--- src/rtl/common_params.sv ---
// rtl/common_params.sv - shared width, shift op encoding and arbiter state type
package common_params;

    localparam int BITS = 32;

    typedef logic [1:0] shift_t;
    localparam shift_t SH_SLL = 2'b00;
    localparam shift_t SH_SRL = 2'b01;
    localparam shift_t SH_SRA = 2'b11;

    typedef enum logic [1:0] {
        IDLE = 2'b00,
        EXEC = 2'b01,
        RESP = 2'b10
    } arb_state_t;

endpackage

--- src/rtl/shifter.sv ---
// rtl/shifter.sv - combinational barrel shifter (SLL / SRL / SRA)
module shifter
    import common_params::*;
#(
    parameter int BITS = common_params::BITS
) (
    input  logic [BITS-1:0]         i_data,
    input  logic [$clog2(BITS)-1:0] i_shamt,
    input  shift_t                  i_op,
    output logic [BITS-1:0]         o_result
);

    // Encoding 2'b10 is not a defined op and simply falls through to a left shift.
    always_comb begin
        case (i_op)
            SH_SRL:  o_result = i_data >> i_shamt;
            SH_SRA:  o_result = $unsigned($signed(i_data) >>> i_shamt);
            default: o_result = i_data << i_shamt;
        endcase
    end

endmodule

--- src/rtl/shift_arbiter.sv ---
// rtl/shift_arbiter.sv - round-robin sharing of one shifter between two requesters
module shift_arbiter
    import common_params::*;
#(
    parameter int BITS = common_params::BITS
) (
    input  logic                    clk,
    input  logic                    rst,
    input  logic [1:0]              req_valid,
    output logic [1:0]              req_ready,
    input  logic [BITS-1:0]         req_data0,
    input  logic [BITS-1:0]         req_data1,
    input  logic [$clog2(BITS)-1:0] req_shamt0,
    input  logic [$clog2(BITS)-1:0] req_shamt1,
    input  shift_t                  req_op0,
    input  shift_t                  req_op1,
    output logic [1:0]              rsp_valid,
    input  logic [1:0]              rsp_ready,
    output logic [BITS-1:0]         rsp_data,
    output logic                    busy
);

    arb_state_t                r_state;
    arb_state_t                w_next;
    logic                      r_last;
    logic                      r_gnt;
    logic [BITS-1:0]           r_data;
    logic [$clog2(BITS)-1:0]   r_shamt;
    shift_t                    r_op;
    logic [BITS-1:0]           r_rsp;
    logic                      w_gnt_idx;
    logic                      w_accept;
    logic [BITS-1:0]           w_shift;

    // With both valid the requester not granted last wins; a lone requester always wins.
    always_comb begin
        w_gnt_idx = req_valid[1];
        if (req_valid == 2'b11) begin
            w_gnt_idx = ~r_last;
        end
        w_accept = (r_state == IDLE) && (|req_valid) && !rst;
    end

    always_comb begin
        w_next    = r_state;
        req_ready = 2'b00;
        rsp_valid = 2'b00;
        busy      = (r_state != IDLE);
        case (r_state)
            IDLE: begin
                if (w_accept) begin
                    w_next    = EXEC;
                    req_ready = w_gnt_idx ? 2'b10 : 2'b01;
                end
            end
            EXEC: w_next = RESP;
            RESP: begin
                rsp_valid = r_gnt ? 2'b10 : 2'b01;
                if (rsp_ready[r_gnt]) begin
                    w_next = IDLE;
                end
            end
            default: w_next = IDLE;
        endcase
    end

    always_ff @(posedge clk or posedge rst) begin
        if (rst) begin
            r_state <= IDLE;
        end else begin
            r_state <= w_next;
        end
    end

    // Pointer resets to requester 1 so requester 0 wins the first contention.
    always_ff @(posedge clk or posedge rst) begin
        if (rst) begin
            r_last  <= 1'b1;
            r_gnt   <= 1'b0;
            r_data  <= '0;
            r_shamt <= '0;
            r_op    <= SH_SLL;
            r_rsp   <= '0;
        end else begin
            if (w_accept) begin
                r_last  <= w_gnt_idx;
                r_gnt   <= w_gnt_idx;
                r_data  <= w_gnt_idx ? req_data1  : req_data0;
                r_shamt <= w_gnt_idx ? req_shamt1 : req_shamt0;
                r_op    <= w_gnt_idx ? req_op1    : req_op0;
            end
            if (r_state == EXEC) begin
                r_rsp <= w_shift;
            end
        end
    end

    shifter #(
        .BITS(BITS)
    ) u_shifter (
        .i_data  (r_data),
        .i_shamt (r_shamt),
        .i_op    (r_op),
        .o_result(w_shift)
    );

    assign rsp_data = r_rsp;

endmodule

--- config.mk ---
export PLATFORM = sky130hd
export DESIGN_NAME = shift_arbiter
export DESIGN_NICKNAME = d
export VERILOG_FILES = /design/src/rtl/common_params.sv /design/src/rtl/shifter.sv /design/src/rtl/shift_arbiter.sv
export SDC_FILE = /design/constraint.sdc
export NUM_CORES = 1
export LEC_CHECK = 0
export BUFFER_PORTS_ARGS = -buffer_cell sky130_fd_sc_hd__buf_2
export CAP_MARGIN = 20
export CORE_MARGIN = 5
export CORE_UTILIZATION = 35
export CTS_CLUSTER_SIZE = 24
export DETAILED_ROUTE_END_ITERATION = 8
export HOLD_SLACK_MARGIN = 0.02
export PLACE_DENSITY = 0.52
export SLEW_MARGIN = 20
export SYNTH_ARGS = -nofsm -noshare
export SYNTH_HDL_FRONTEND = slang
export SYNTH_SLANG_ARGS = --single-unit
--- constraint.sdc ---
create_clock -name clk -period 2.69 [get_ports clk]
set_input_delay 0.1345 -clock clk [delete_from_list [all_inputs] [get_ports clk]]
set_output_delay 0.1345 -clock clk [all_outputs]
set_load 0.05 [all_outputs]
# After elaboration in Yosys (flattened, before gate mapping)

Index checks and enable logic that the tools add are counted.

Register bits: 75
Latch bits: 0
RAM bits: 0
ROM bits: 0
Output and inout bits: 37
Word-level logic and storage cells: 41
Memories kept: 0

Add/subtract/negate cells: 0
$mul: 0
Divide/modulo/power cells: 0
Order comparisons: 1
Equality and inequality tests: 7
Shift-type cells: 3
Multiplexer cells: 15
Bitwise operators: 1
Reductions and logical operators: 7

Operators with widths:

| operator             | number |
|---|---|
| $pmux W32 S2         | 1 |
| $mux W32             | 1 |
| $shl A32 B5 Y32      | 1 |
| $shr A32 B5 Y32      | 1 |
| $sshr A32 B5 Y32     | 1 |
| $mux W2              | 8 |
| $eq A2 B2 Y1 const B | 3 |
| $pmux W2 S3          | 1 |
| $mux W5              | 1 |
| $eq A2 B1 Y1 const B | 2 |
| $ne A2 B2 Y1 const B | 2 |
| $mux W1              | 3 |
| $logic_and A1 B1 Y1  | 2 |
| $logic_not A2 Y1     | 1 |
| $lt A1 B2 Y1 const B | 1 |
| $reduce_and A2 Y1    | 1 |
| $reduce_bool A2 Y1   | 1 |
| $reduce_or A2 Y1     | 1 |
| $logic_not A1 Y1     | 1 |
| $not A1 Y1           | 1 |

# Longest topological paths before layout

Depth after elaboration: 5
Mapped depth: 10

# By module

Synthesis repeated with hierarchy kept, for this count alone.

Cells, all modules: 754
Area total of the unflattened synthesis: 7,430.9 um^2

Modules (own cells, without submodules):

| module        | times used | cells an instance | area each (um^2) | sequential area each (um^2) |
|---|---|---|---|---|
| shifter       | 1          | 486               | 4,155.2          | 0.0 |
| shift_arbiter | 1          | 268               | 3,275.6          | 1,878.1 |

# Worst setup path before layout

OpenSTA, ideal clock, no wires.

Path kind: register to register
From: reg r_shamt[0]
To: reg r_rsp[10], in the netlist rsp_data[10]
Library setup time: 0.126 ns
Arrival: 1.989 ns
Data required time: 2.564 ns
Path slack: 0.575 ns
Stages on the path, launching flop included: 7
Path buffers: 1
Clock period less this slack: 2.115 ns
Cell sequence: dfrtp_1 -> buf_4 -> mux4_2 -> a32o_1 -> a31oi_1 -> o211ai_1 -> a221o_1

Cells in the longest elaborated chain, start to end: 2
Elaborated cells between the ends (all ways): 4

RTL lines:

| item                                          | RTL line            | source |
|---|---|---|
| start: declaration                            | shift_arbiter.sv:28 | `logic [$clog2(BITS)-1:0] r_shamt;` |
| start signal: assignment                      | shift_arbiter.sv:89 | `r_shamt <= w_gnt_idx ? req_shamt1 : req_shamt0;` |
| $shl A32 B5 Y32, or another cell as far along | shifter.sv:18       | `default: o_result = i_data << i_shamt;` |
| $pmux W32 S2 *                                | shifter.sv:15       | `case (i_op)` |
| end signal: assignment                        | shift_arbiter.sv:93 | `r_rsp <= w_shift;` |
| end: declaration                              | shift_arbiter.sv:30 | `logic [BITS-1:0] r_rsp;` |

Mark *: on every way between the ends. The rest lies on a longest branch, timed or not.
A chain may end at the register's enable or synchronous reset.

# Final worst setup path

From: reg r_shamt[1]
To: reg r_rsp[0], in the netlist rsp_data[0]

The elaborated chain is that of the path after synthesis.

==> qor.yml <==
outcome: "finished clean"
ir_drop_mv: 0.587
yosysUniqueCellTypes: 69
drtIter0Drc: 967
ys_warn_count: 0
highest_layer: "met4"
cp.arrival_ps: 2790
gp_congestion: 1.00
finClkSkew_ps: 4.17
grt_pass1_wl_um: 48200
worstPathMaxFanout: 30
postSynthCellCount: 789
clockRootBuffer: "clkbuf_16"
drv_cap: 0
clkLatencyLatePin_ps: 360
crit_path_top_delay_cell: "dfrtp_4"
power.density_nw_per_um2: 1640
wl_met1_um: 13300
syn_nets: 873
wl_met2_um: 14400
drt_pass1_iterations: 7
die_area_um2: 24500
grt_pass1_vias: 7744
reg2reg_from: "r_shamt[1]"
switchingPower_w: 0.00836
core_um2: 21100
async_flop_share_pct: 100
avgSynthCellArea_um2: 9.54
grt_overflow: 0
grt_setup_unrepaired: "no"
rows: 53
cp.required_ps: 2930
portBuffers: 120
synthTopCellsByArea: "dfrtp_1, mux4_2, mux2i_1"
drive_gt1_share_pct: 34.4
clkSinkCount: 75
layout_worst_path_cycle_share_pct: 95.0
pre_cts_ws_ps: 197
grt_max_degree: 48
setup_violations: 0
hold_viol: 0
ios: 121
fmax_mhz: 392
tightest_slew_ps: 784
dieWidth_um: 157
critPathKind: "flip-flop to flip-flop"
synth.most_common_cell: "dfrtp_1"
grt_usage_pct: 25.6
wirelength_um: 31500
layout_setup_ws_ps: 136
synth_top_area_share_pct: 24.6
syn-cell-area_um2: 7530
critical_path_buf_inv_count: 0
wl_met3_um: 2650
crit_start: "r_shamt[1]"
cts_max_path_buffers: 2
path_delay_family: "multiplexers"
slowest_delay_ps: 700
synth-edff-count: 0
p_sw_share_pct: 51.7
vias_per_cell: 6.22
min_path_type: "primary input to flip-flop"
detail_route.wl_per_cell_um: 25.0
final_nets: 1067
cp-end-kind: "flip-flop"
dr_total_vias: 7856
area_growth_syn_to_layout_pct: 30.7
seq_area_frac_synth_pct: 25.0
synth_commonest_cells: "dfrtp_1, nor2_1, mux4_2, mux2i_1, nand2_1"
critPathLaunchType: "flip-flop"
clkPwrFrac_pct: 8.1
period_minus_slack_ps: 2550
p_leak_nw: 4.22
cts_tree: "built"
antenna_found_initial: 0
drc: 0
slew_headroom_pct: 47.8
ys_ff_latch: 75
tns_ps: 0
hp-start: "req_shamt1[1]"
internal_power_w: 0.00781
seqPwrFrac_pct: 18.3
clk_pin_slew_ps: 60
num_antenna_cells: 0
dpl.hpwl_um: 23200
chipHeight_um: 157
start_util_pct: 35.7
yosysTopAreaCell: "dfrtp_1"
ctsHtreeMaxLevel: 3
comb_power_share_pct: 73.6
path_cells: "mux2_2 > mux4_2 > mux2i_1 > a2bb2oi_1 > a21oi_1"
n_fill_cell: 2055
finalMaxSlewViolations: 0
cts-buffers-inserted: 9
ys.flop_type: "dfrtp_1"
ant_nets: 0
## cells by family after synthesis
group / synth area share, %
and+or+nand+nor: 12.1
muxes: 32.6
DFF: 25.0
AOI/OAI and AO/OA: 21.2
buffers and inverters: 9.09
## cell usage in the layout (no fill, tap or decap), types with 35 or more instances in the layout
cell	n
buf_2	120
dlygate4sd3_1	77
buf_4	75
dfrtp_1	70
nor2_1	65
mux4_2	62
mux2i_1	61
nand2_1	60
inv_1	45
a222oi_1	40
mux2_2	35
## final cells by class
cell class	count	area [um^2]	area share (%)
multi-input combinational	567	4990	50.8
timing repair buffer	281	2110	21.5
sequential	75	1890	19.2
tap	275	344	3.50
clock buffer	12	267	2.71
inverter	49	184	1.87
clock inverter	4	47.5	0.483
## through the flow
step	cell area (um^2)	util (%)	power, W	std cells	hold WS [ps]
after floorplan	7530	-	0.0102	789	260
after global placement	8750	41.5	0.0142	1170	276
after detailed placement	8750	41.5	0.0141	1170	276
after CTS	9830	46.6	0.0159	1263	50.9
after global routing	9840	46.6	0.0169	1263	68.2
final	9840	46.6	0.0162	1263	51.6
## final timing paths
| check | endpoint | slack [ps] | depth (start not counted) |
|---|---|---|---|
| hold reg to reg | rsp_data[4] | 510 | 2 |
| setup / recovery | rsp_data[0] | 140 | 5 |
| setup reg to reg | rsp_data[0] | 140 | 5 |
| max in group asynchronous | r_data[23] | 1560 | 4 |
| hold / removal | r_shamt[1] | 50 | 3 |
| min in group asynchronous | r_gnt | 430 | 3 |
## worst reg2reg max path, delay by kind of cell, from the launching register on
family / cells / cell delay (ps)
AO/OA/AOI/OAI: 2 / 360
flip-flops: 1 / 700
multiplexers: 3 / 1380
## per-layer routing
layer  vias up  GRT usage, %
met2       404          38.7
met4         0          11.1
met1      3911          35.3
met3        72          5.67
met5         -             0
li1       3469             -
## what timing repair did
item                                    4_1_cts  5_1_grt
resized for setup                             0        1
endpoints found under the setup margin        0       32
hold buffers                                 77        0
endpoints found under the hold margin        65        0
buffers inserted                              0        0
## flip-flops by register name, indices dropped and copies added, names as in the netlist
register	cells
r_gnt	1
r_op	2
r_state	2
r_data	32
r_last	1
rsp_data	32
r_shamt	5
## power by group through the flow
stage / Clock, W / Combinational [W] / Sequential, W
final: 0.00131 / 0.0119 / 0.00296
after CTS: 0.00133 / 0.0117 / 0.00293
after global placement: 0 / 0.0112 / 0.00295
after global routing: 0.00137 / 0.0125 / 0.00305
after floorplan: 0 / 0.00736 / 0.00288
after detailed placement: 0 / 0.0112 / 0.00295
No activity file was read; power rests on OpenSTA's default activity.
